<file path="src/rtl/mem_arbiter_pkg.sv">
// Shared memory-map constants and arbiter state/grant encodings.
// Imported by the arbiter and by anything that needs the peripheral addresses.
package mem_arbiter_pkg;

  typedef enum logic [1:0] {
    ST_IDLE = 2'd0,
    ST_ACC  = 2'd1,
    ST_DONE = 2'd2,
    ST_GAP  = 2'd3
  } state_t;

  typedef enum logic [1:0] {
    GNT_NONE = 2'd0,
    GNT_IF   = 2'd1,
    GNT_MEM  = 2'd2
  } grant_t;

  localparam logic [31:0] MM_UART_DATA_ADDR = 32'hBFD003F8;
  localparam logic [31:0] MM_UART_STAT_ADDR = 32'hBFD003FC;
  localparam logic [31:0] MM_LED_ADDR       = 32'hBFD00400;
  localparam logic [31:0] MM_DPY_ADDR       = 32'hBFD00408;

  localparam int unsigned MM_UART_GAP = 4;

endpackage

</file>
<file path="src/rtl/mem_arbiter.sv">
// Two-requester memory arbiter: data port has priority over instruction fetch,
// one access per IDLE/ACC/DONE round, with an idle gap after each UART data write.
module mem_arbiter
  import mem_arbiter_pkg::*;
#(
  parameter logic [31:0] UART_DATA_ADDR = MM_UART_DATA_ADDR,
  parameter int unsigned UART_GAP       = MM_UART_GAP
) (
  input  logic        clk,
  input  logic        rst_n,
  input  logic        if_req,
  input  logic [31:0] if_addr,
  output logic        if_ack,
  output logic [31:0] if_rdata,
  input  logic        mem_rd,
  input  logic        mem_wr,
  input  logic [31:0] mem_addr,
  input  logic [31:0] mem_wdata,
  input  logic        mem_byte,
  output logic        mem_ack,
  output logic [31:0] mem_rdata,
  output logic        if_stall,
  output logic        mem_stall,
  output logic        mmu_read,
  output logic        mmu_write,
  output logic [31:0] mmu_addr,
  output logic [31:0] mmu_wdata,
  output logic        mmu_byte,
  input  logic [31:0] mmu_rdata
);

  localparam int CNT_W = $clog2(UART_GAP) + 1;
  localparam logic [CNT_W-1:0] GAP_LOAD = (UART_GAP == 0) ? '0 : CNT_W'(UART_GAP - 1);

  state_t            state_q, state_d;
  grant_t            grant_q, grant_d;
  logic              uart_wr_q, uart_wr_d;
  logic [CNT_W-1:0]  cnt_q, cnt_d;
  logic              mmu_read_q, mmu_read_d;
  logic              mmu_write_q, mmu_write_d;
  logic [31:0]       mmu_addr_q, mmu_addr_d;
  logic [31:0]       mmu_wdata_q, mmu_wdata_d;
  logic              mmu_byte_q, mmu_byte_d;
  logic [31:0]       if_rdata_q, if_rdata_d;
  logic [31:0]       mem_rdata_q, mem_rdata_d;

  always_ff @(posedge clk or negedge rst_n) begin
    if (!rst_n) begin
      state_q     <= ST_IDLE;
      grant_q     <= GNT_NONE;
      uart_wr_q   <= 1'b0;
      cnt_q       <= '0;
      mmu_read_q  <= 1'b0;
      mmu_write_q <= 1'b0;
      mmu_addr_q  <= '0;
      mmu_wdata_q <= '0;
      mmu_byte_q  <= 1'b0;
      if_rdata_q  <= '0;
      mem_rdata_q <= '0;
    end else begin
      state_q     <= state_d;
      grant_q     <= grant_d;
      uart_wr_q   <= uart_wr_d;
      cnt_q       <= cnt_d;
      mmu_read_q  <= mmu_read_d;
      mmu_write_q <= mmu_write_d;
      mmu_addr_q  <= mmu_addr_d;
      mmu_wdata_q <= mmu_wdata_d;
      mmu_byte_q  <= mmu_byte_d;
      if_rdata_q  <= if_rdata_d;
      mem_rdata_q <= mem_rdata_d;
    end
  end

  always_comb begin
    state_d     = state_q;
    grant_d     = grant_q;
    uart_wr_d   = uart_wr_q;
    cnt_d       = cnt_q;
    mmu_read_d  = mmu_read_q;
    mmu_write_d = mmu_write_q;
    mmu_addr_d  = mmu_addr_q;
    mmu_wdata_d = mmu_wdata_q;
    mmu_byte_d  = mmu_byte_q;
    if_rdata_d  = if_rdata_q;
    mem_rdata_d = mem_rdata_q;

    case (state_q)
      ST_IDLE: begin
        // A read+write request collapses to a read, so write is only taken when rd is low.
        if (mem_rd || mem_wr) begin
          state_d     = ST_ACC;
          grant_d     = GNT_MEM;
          mmu_read_d  = mem_rd;
          mmu_write_d = mem_wr & ~mem_rd;
          mmu_addr_d  = mem_addr;
          mmu_wdata_d = mem_wdata;
          mmu_byte_d  = mem_byte;
          uart_wr_d   = mem_wr & ~mem_rd & (mem_addr == UART_DATA_ADDR);
        end else if (if_req) begin
          state_d     = ST_ACC;
          grant_d     = GNT_IF;
          mmu_read_d  = 1'b1;
          mmu_write_d = 1'b0;
          mmu_addr_d  = if_addr;
          mmu_wdata_d = '0;
          mmu_byte_d  = 1'b0;
          uart_wr_d   = 1'b0;
        end
      end
      ST_ACC: begin
        state_d     = ST_DONE;
        mmu_read_d  = 1'b0;
        mmu_write_d = 1'b0;
        mmu_addr_d  = '0;
        mmu_wdata_d = '0;
        mmu_byte_d  = 1'b0;
        if (grant_q == GNT_IF) begin
          if_rdata_d = mmu_rdata;
        end else if (mmu_read_q) begin
          mem_rdata_d = mmu_rdata;
        end
      end
      ST_DONE: begin
        grant_d   = GNT_NONE;
        uart_wr_d = 1'b0;
        if (uart_wr_q && (UART_GAP != 0)) begin
          state_d = ST_GAP;
          cnt_d   = GAP_LOAD;
        end else begin
          state_d = ST_IDLE;
        end
      end
      ST_GAP: begin
        if (cnt_q == '0) begin
          state_d = ST_IDLE;
        end else begin
          cnt_d = cnt_q - 1'b1;
        end
      end
      default: state_d = ST_IDLE;
    endcase
  end

  assign if_ack    = (state_q == ST_DONE) && (grant_q == GNT_IF);
  assign mem_ack   = (state_q == ST_DONE) && (grant_q == GNT_MEM);
  assign if_stall  = if_req & ~if_ack;
  assign mem_stall = (mem_rd | mem_wr) & ~mem_ack;

  assign if_rdata  = if_rdata_q;
  assign mem_rdata = mem_rdata_q;
  assign mmu_read  = mmu_read_q;
  assign mmu_write = mmu_write_q;
  assign mmu_addr  = mmu_addr_q;
  assign mmu_wdata = mmu_wdata_q;
  assign mmu_byte  = mmu_byte_q;

endmodule

</file>
<file path="config.mk">
export PLATFORM = sky130hd
export DESIGN_NAME = mem_arbiter
export DESIGN_NICKNAME = d
export VERILOG_FILES = /design/src/rtl/mem_arbiter_pkg.sv /design/src/rtl/mem_arbiter.sv
export SDC_FILE = /design/constraint.sdc
export NUM_CORES = 1
export LEC_CHECK = 0
export ABC_AREA = 1
export BUFFER_PORTS_ARGS = -buffer_cell sky130_fd_sc_hd__buf_2
export CAP_MARGIN = 10
export CORE_UTILIZATION = 41
export DETAILED_ROUTE_END_ITERATION = 8
export GPL_TIMING_DRIVEN = 0
export PLACE_DENSITY = 0.86
export SYNTH_ARGS = -nofsm -noshare
export SYNTH_HDL_FRONTEND = slang
export SYNTH_SLANG_ARGS = --single-unit
</file>
<file path="constraint.sdc">
create_clock -name clk -period 1.7 [get_ports clk]
set_clock_uncertainty 0.2 [all_clocks]
set_input_delay 0.17 -clock clk [delete_from_list [all_inputs] [get_ports clk]]
set_output_delay 0.17 -clock clk [all_outputs]
set_load 0.05 [all_outputs]
</file>
=== Word level (Yosys, flattened, before mapping) ===
Index checks and enable logic that the tools add are counted.
Widths: inputs -> output; s select.

* Bits of input ports: 134
* Logic and storage cells: 71
* Register bits after elaboration: 139

* $add $sub $neg: 1
* Equal/unequal tests: 10
* Bitwise operators: 9
* Muxes and demuxes: 26
* Reduce and logical (&&, ||, !) cells: 14

{| class="wikitable"
|+ Operators with widths
! operator !! number
|-
| $mux 32 || 4
|-
| $pmux 32 s2 || 2
|-
| $eq 32x32->1 const B || 1
|-
| $mux 2 || 5
|-
| $pmux 1 s2 || 4
|-
| $pmux 2 s4 || 1
|-
| $reduce_and 2->1 || 4
|-
| $eq 2x2->1 const B || 3
|-
| $mux 1 || 6
|-
| $mux 3 || 2
|-
| $ne 2x2->1 const B || 3
|-
| $pmux 3 s2 || 1
|-
| $reduce_and 3->1 || 2
|-
| $reduce_bool 2->1 || 3
|-
| $and 1x1->1 || 4
|-
| $eq 2x1->1 const B || 2
|-
| $not 1->1 || 4
|-
| $pmux 2 s2 || 1
|-
| $logic_not 3->1 || 1
|-
| $ne 3x3->1 const B || 1
|-
| $sub 3x1->3 const B || 1
|-
| $logic_and 1x1->1 || 2
|-
| $logic_not 2->1 || 1
|-
| $logic_or 1x1->1 || 1
|-
| $or 1x1->1 || 1
|}

=== Logic depth before layout (Yosys ltp) ===
* Depth in word-level cells: 5
* Depth in mapped cells: 9
* Depth with buffers taken out: 8

=== Worst setup path after synthesis ===
Ideal clock, no wire load.

* Path type: register to output
* Start point: reg state_q[0]
* End point: out mem_stall
* Arrival: 2.263 ns
* Data required time: 1.330 ns
* Slack: -0.933 ns
* Stages on the path, launching flop included: 5
* Buffers on the path: 0
* Cell sequence: dfrtp_1 inv_1 nand2_1 nor3_1 nor2_1

* Cells in the longest elaborated chain, start to end: 4

{| class="wikitable"
|+ Ends and longest elaborated chain
! element !! line !! RTL
|-
| from (decl) || mem_arbiter.sv:35 || <nowiki>state_t state_q, state_d;</nowiki>
|-
| from (signal assigned) || mem_arbiter.sv:61 || <nowiki>state_q <= state_d;</nowiki>
|-
| $eq 2x2->1 || mem_arbiter.sv:146 || <nowiki>assign mem_ack = (state_q == ST_DONE) && (grant_q == GNT_MEM);</nowiki>
|-
| $logic_and 1x1->1 || mem_arbiter.sv:146 ||
|-
| named net mem_ack || mem_arbiter.sv:20 || <nowiki>output logic mem_ack,</nowiki>
|-
| $not 1->1 || mem_arbiter.sv:148 || <nowiki>assign mem_stall = (mem_rd | mem_wr) & ~mem_ack;</nowiki>
|-
| $and 1x1->1 || mem_arbiter.sv:148 ||
|-
| to (decl) || mem_arbiter.sv:23 || <nowiki>output logic mem_stall,</nowiki>
|}

The timed path passes the listed nets, and every way through them passes these cells.

=== Worst setup path in the final report ===
* Start point: reg state_q[0]
* End point: reg mmu_addr_q[26], in the netlist mmu_addr[26]

* Cells in the longest elaborated chain, start to end: 3

{| class="wikitable"
|+ Ends and longest elaborated chain
! element !! line !! RTL
|-
| $logic_not 2->1 or $eq 2x1->1 (tied branches) || mem_arbiter.sv:88 || <nowiki>case (state_q)</nowiki>
|-
| $ne 3x3->1 (no line) or $reduce_bool 2->1 (tied branches) || -- ||
|-
| $reduce_and 2->1 (no line) || -- ||
|-
| to (signal assigned) || mem_arbiter.sv:67 || <nowiki>mmu_addr_q <= mmu_addr_d;</nowiki>
|-
| to (decl) || mem_arbiter.sv:41 || <nowiki>logic [31:0] mmu_addr_q, mmu_addr_d;</nowiki>
|}

Parallel ways exist; a longest one is shown, timed or not.
A chain may end at the register's enable or synchronous reset.

==> flow_summary.ini <==
[setup_path]
cp_max_fo = 10
crit_family = simple AND/OR/NAND/NOR gates
critical_path.cell_chain = buf_4, nor2_4, nand2_2, nand2_4, nor2_8, buf_12, buf_8, nand2_1, o21ai_1
worstPathArrival_ps = 1930
end_kind = flip-flop
slowest_stage = dfrtp_2
cp_slowest_stage_delay_ps = 440
required_ps = 1790
critPathKind = reg2reg
cp-start-kind = flip-flop
cp_num_buf_inv = 3

[floorplan]
floorplan.initialDensity_pct = 42.5
fp.dieArea_um2 = 15000
io-pin-count = 269
rows = 43
die_y_um = 122
core_area_um2 = 14000
fp.dieW_um = 122

[timing]
period_share_pct = 108
finalCriticalPeriod_ps = 1830
rsz0062_at_grt = yes
max_slew_margin_pct = 63.5
slew_violations = 0
tightest_slew_ps = 548
fmax_mhz = 546
setup_viol = 56
hold_viol = 0
finalWorstSetupSlack_ps = -133
whs_ps = 52.6

[synthesis]
synth_warnings = 0
synth.avg_cell_area_um2 = 8.62
ys_ff_latch = 139
yosysUniqueCellTypes = 23
synth_top_area_share_pct = 58.6
synthesis.nets = 825
synth_area_um2 = 5940
yosys.area.top_type = dfrtp_1
yosysSeqAreaShare_pct = 58.6
yosys-top-cells-area = dfrtp_1, nand2_1, o21ai_0, nor2_1, inv_1
syn_inst = 689

[cts]
numCtsBuffers = 17
clkSinkCount = 139
cts_root_buffer = clkbuf_16
cts_buffer_depth = 2
htreeDepth = 4
cts_tree = built
clock_latency_ps = 420
clk_pin_slew_ps = 60

[global_route]
grt_pass1_wl_um = 33900
gr-total-overflow = 0
antenna_found_initial = 1
grt_max_degree = 84
grt_pass1_vias = 7033
grt.total_usage_pct = 29.9

[route]
drc = 0
wl_per_cell_um = 17.3
num_vias = 6866
drt_iter0_drc = 566
viasPerCell = 5.22
wl_um = 22700
drt_first_pass_iters = 7
ant_nets = 0

[job]
drv_cap = 0

[final_layout]
fillers = 975
syn_to_final_growth_pct = 65.4
mostFrequentLayoutCells = buf_2, nand2_1, dfrtp_1
nNetsFinal = 1257
final_common_cell = buf_2
seq_area_um2 = 3480
drive_above_1_share_pct = 33.6
multiInputGateArea_um2 = 2100

[placement]
dp_slack_ps = -137
hpwl_um = 13300
io_buffers = 268
place_congestion = 0.872

[power_and_ir_drop]
vdd.ir_drop.worst_mv = 1.01
p_leak_nw = 5.27
p_per_area_nw_per_um2 = 2290
finalPower_w = 0.0225

[min_path]
hp-class = in2reg

[status]
status = finished, violations left
violations = setup timing
-- final cells by class --
class	instances	area share, %
inverter	59	2.33
clock inverter	10	1.66
antenna	1	0.0255
tap	180	2.29
multi-input combinational	454	21.4
buffer	38	3.13
sequential	139	35.4
timing repair buffer	412	28.8
clock buffer	22	4.93
-- worst paths after layout --
check                             start             to  slack [ps]  depth (start not counted)
min reg2reg                mmu_addr[14]   mmu_addr[14]         270                          2
max                          state_q[0]   mmu_addr[26]        -130                          9
max in group asynchronous         rst_n     grant_q[0]         400                          3
min in group asynchronous         rst_n  mem_rdata[20]         100                          2
max reg2reg                  state_q[0]   mmu_addr[26]        -130                          9
min                              mem_rd   mmu_addr[12]          50                          6
-- kinds of logic after synthesis --
family,after synthesis,synth area share (%)
buf+inv,97,7.48
flops,139,58.6
compound gates,136,11.5
fa+ha+maj,2,0.421
simple gates,315,22.1
-- repair_timing --
item / in CTS / in global routing
hold buffers: 129 / 0
setup buffers: 6 / 7
gates cloned: 0 / 2
setup endpoints to repair: 117 / 133
endpoints found under the hold margin: 199 / 0
pin swaps: 3 / 11
resized for setup: 26 / 79
-- sequential cells by signal, indices dropped and copies added (netlist names) --
signal,flops
grant_q,2
mmu_wdata,32
uart_wr_q,1
state_q,2
mmu_addr,32
mmu_byte,1
if_rdata,32
mmu_read,1
mem_rdata,32
mmu_write,1
cnt_q,3
-- worst reg2reg max path: cells and delay by family, from the launching register on --
kind	cells	cell delay, ps
buf+inv	3	450
compound gates	1	80
simple gates	5	540
flops	1	440
-- metal layers --
layer  track usage, %  up-vias  part of all wire, %
met5                0        -                    0
met4             18.9        0                  5.3
met3             8.36      116                  7.4
met2             50.6      418                   50
met1             33.1     3262                   37
li1                 -     3070                    -
-- report_power, final --
| part | internal [W] | switching, W |
|---|---|---|
| Sequential | 0.00491 | 0.000924 |
| Combinational | 0.00335 | 0.00931 |
| Clock | 0.00261 | 0.00142 |
| Total | 0.0109 | 0.0117 |
-- Yosys cell counts --
master	instances
o21ai_1	29
clkbuf_1	21
a22oi_1	1
inv_1	57
nand3_1	42
nand2_1	200
ha_1	2
nand2_2	2
buf_2	6
nor2_1	63
dfrtp_1	139
buf_6	9
nand2_4	2
inv_4	1
nor2_4	1
a21oi_1	8
nor2_8	1
nor3_1	1
nand3_4	2
o21ai_0	98
nor2_2	1
clkbuf_2	2
inv_2	1
-- per-stage QoR --
step	TNS, ps	cells	instance area [µm²]	utilization (%)
global placement	-227380	1137	7530	53.8
detailed placement	-9160	1138	7560	54.1
floorplan	-54.6	689	5960	-
global route	-6800	1315	9830	70.3
finish	-3910	1315	9830	70.3
CTS	-608	1305	9620	68.7
(Power assumes the default switching activity.)
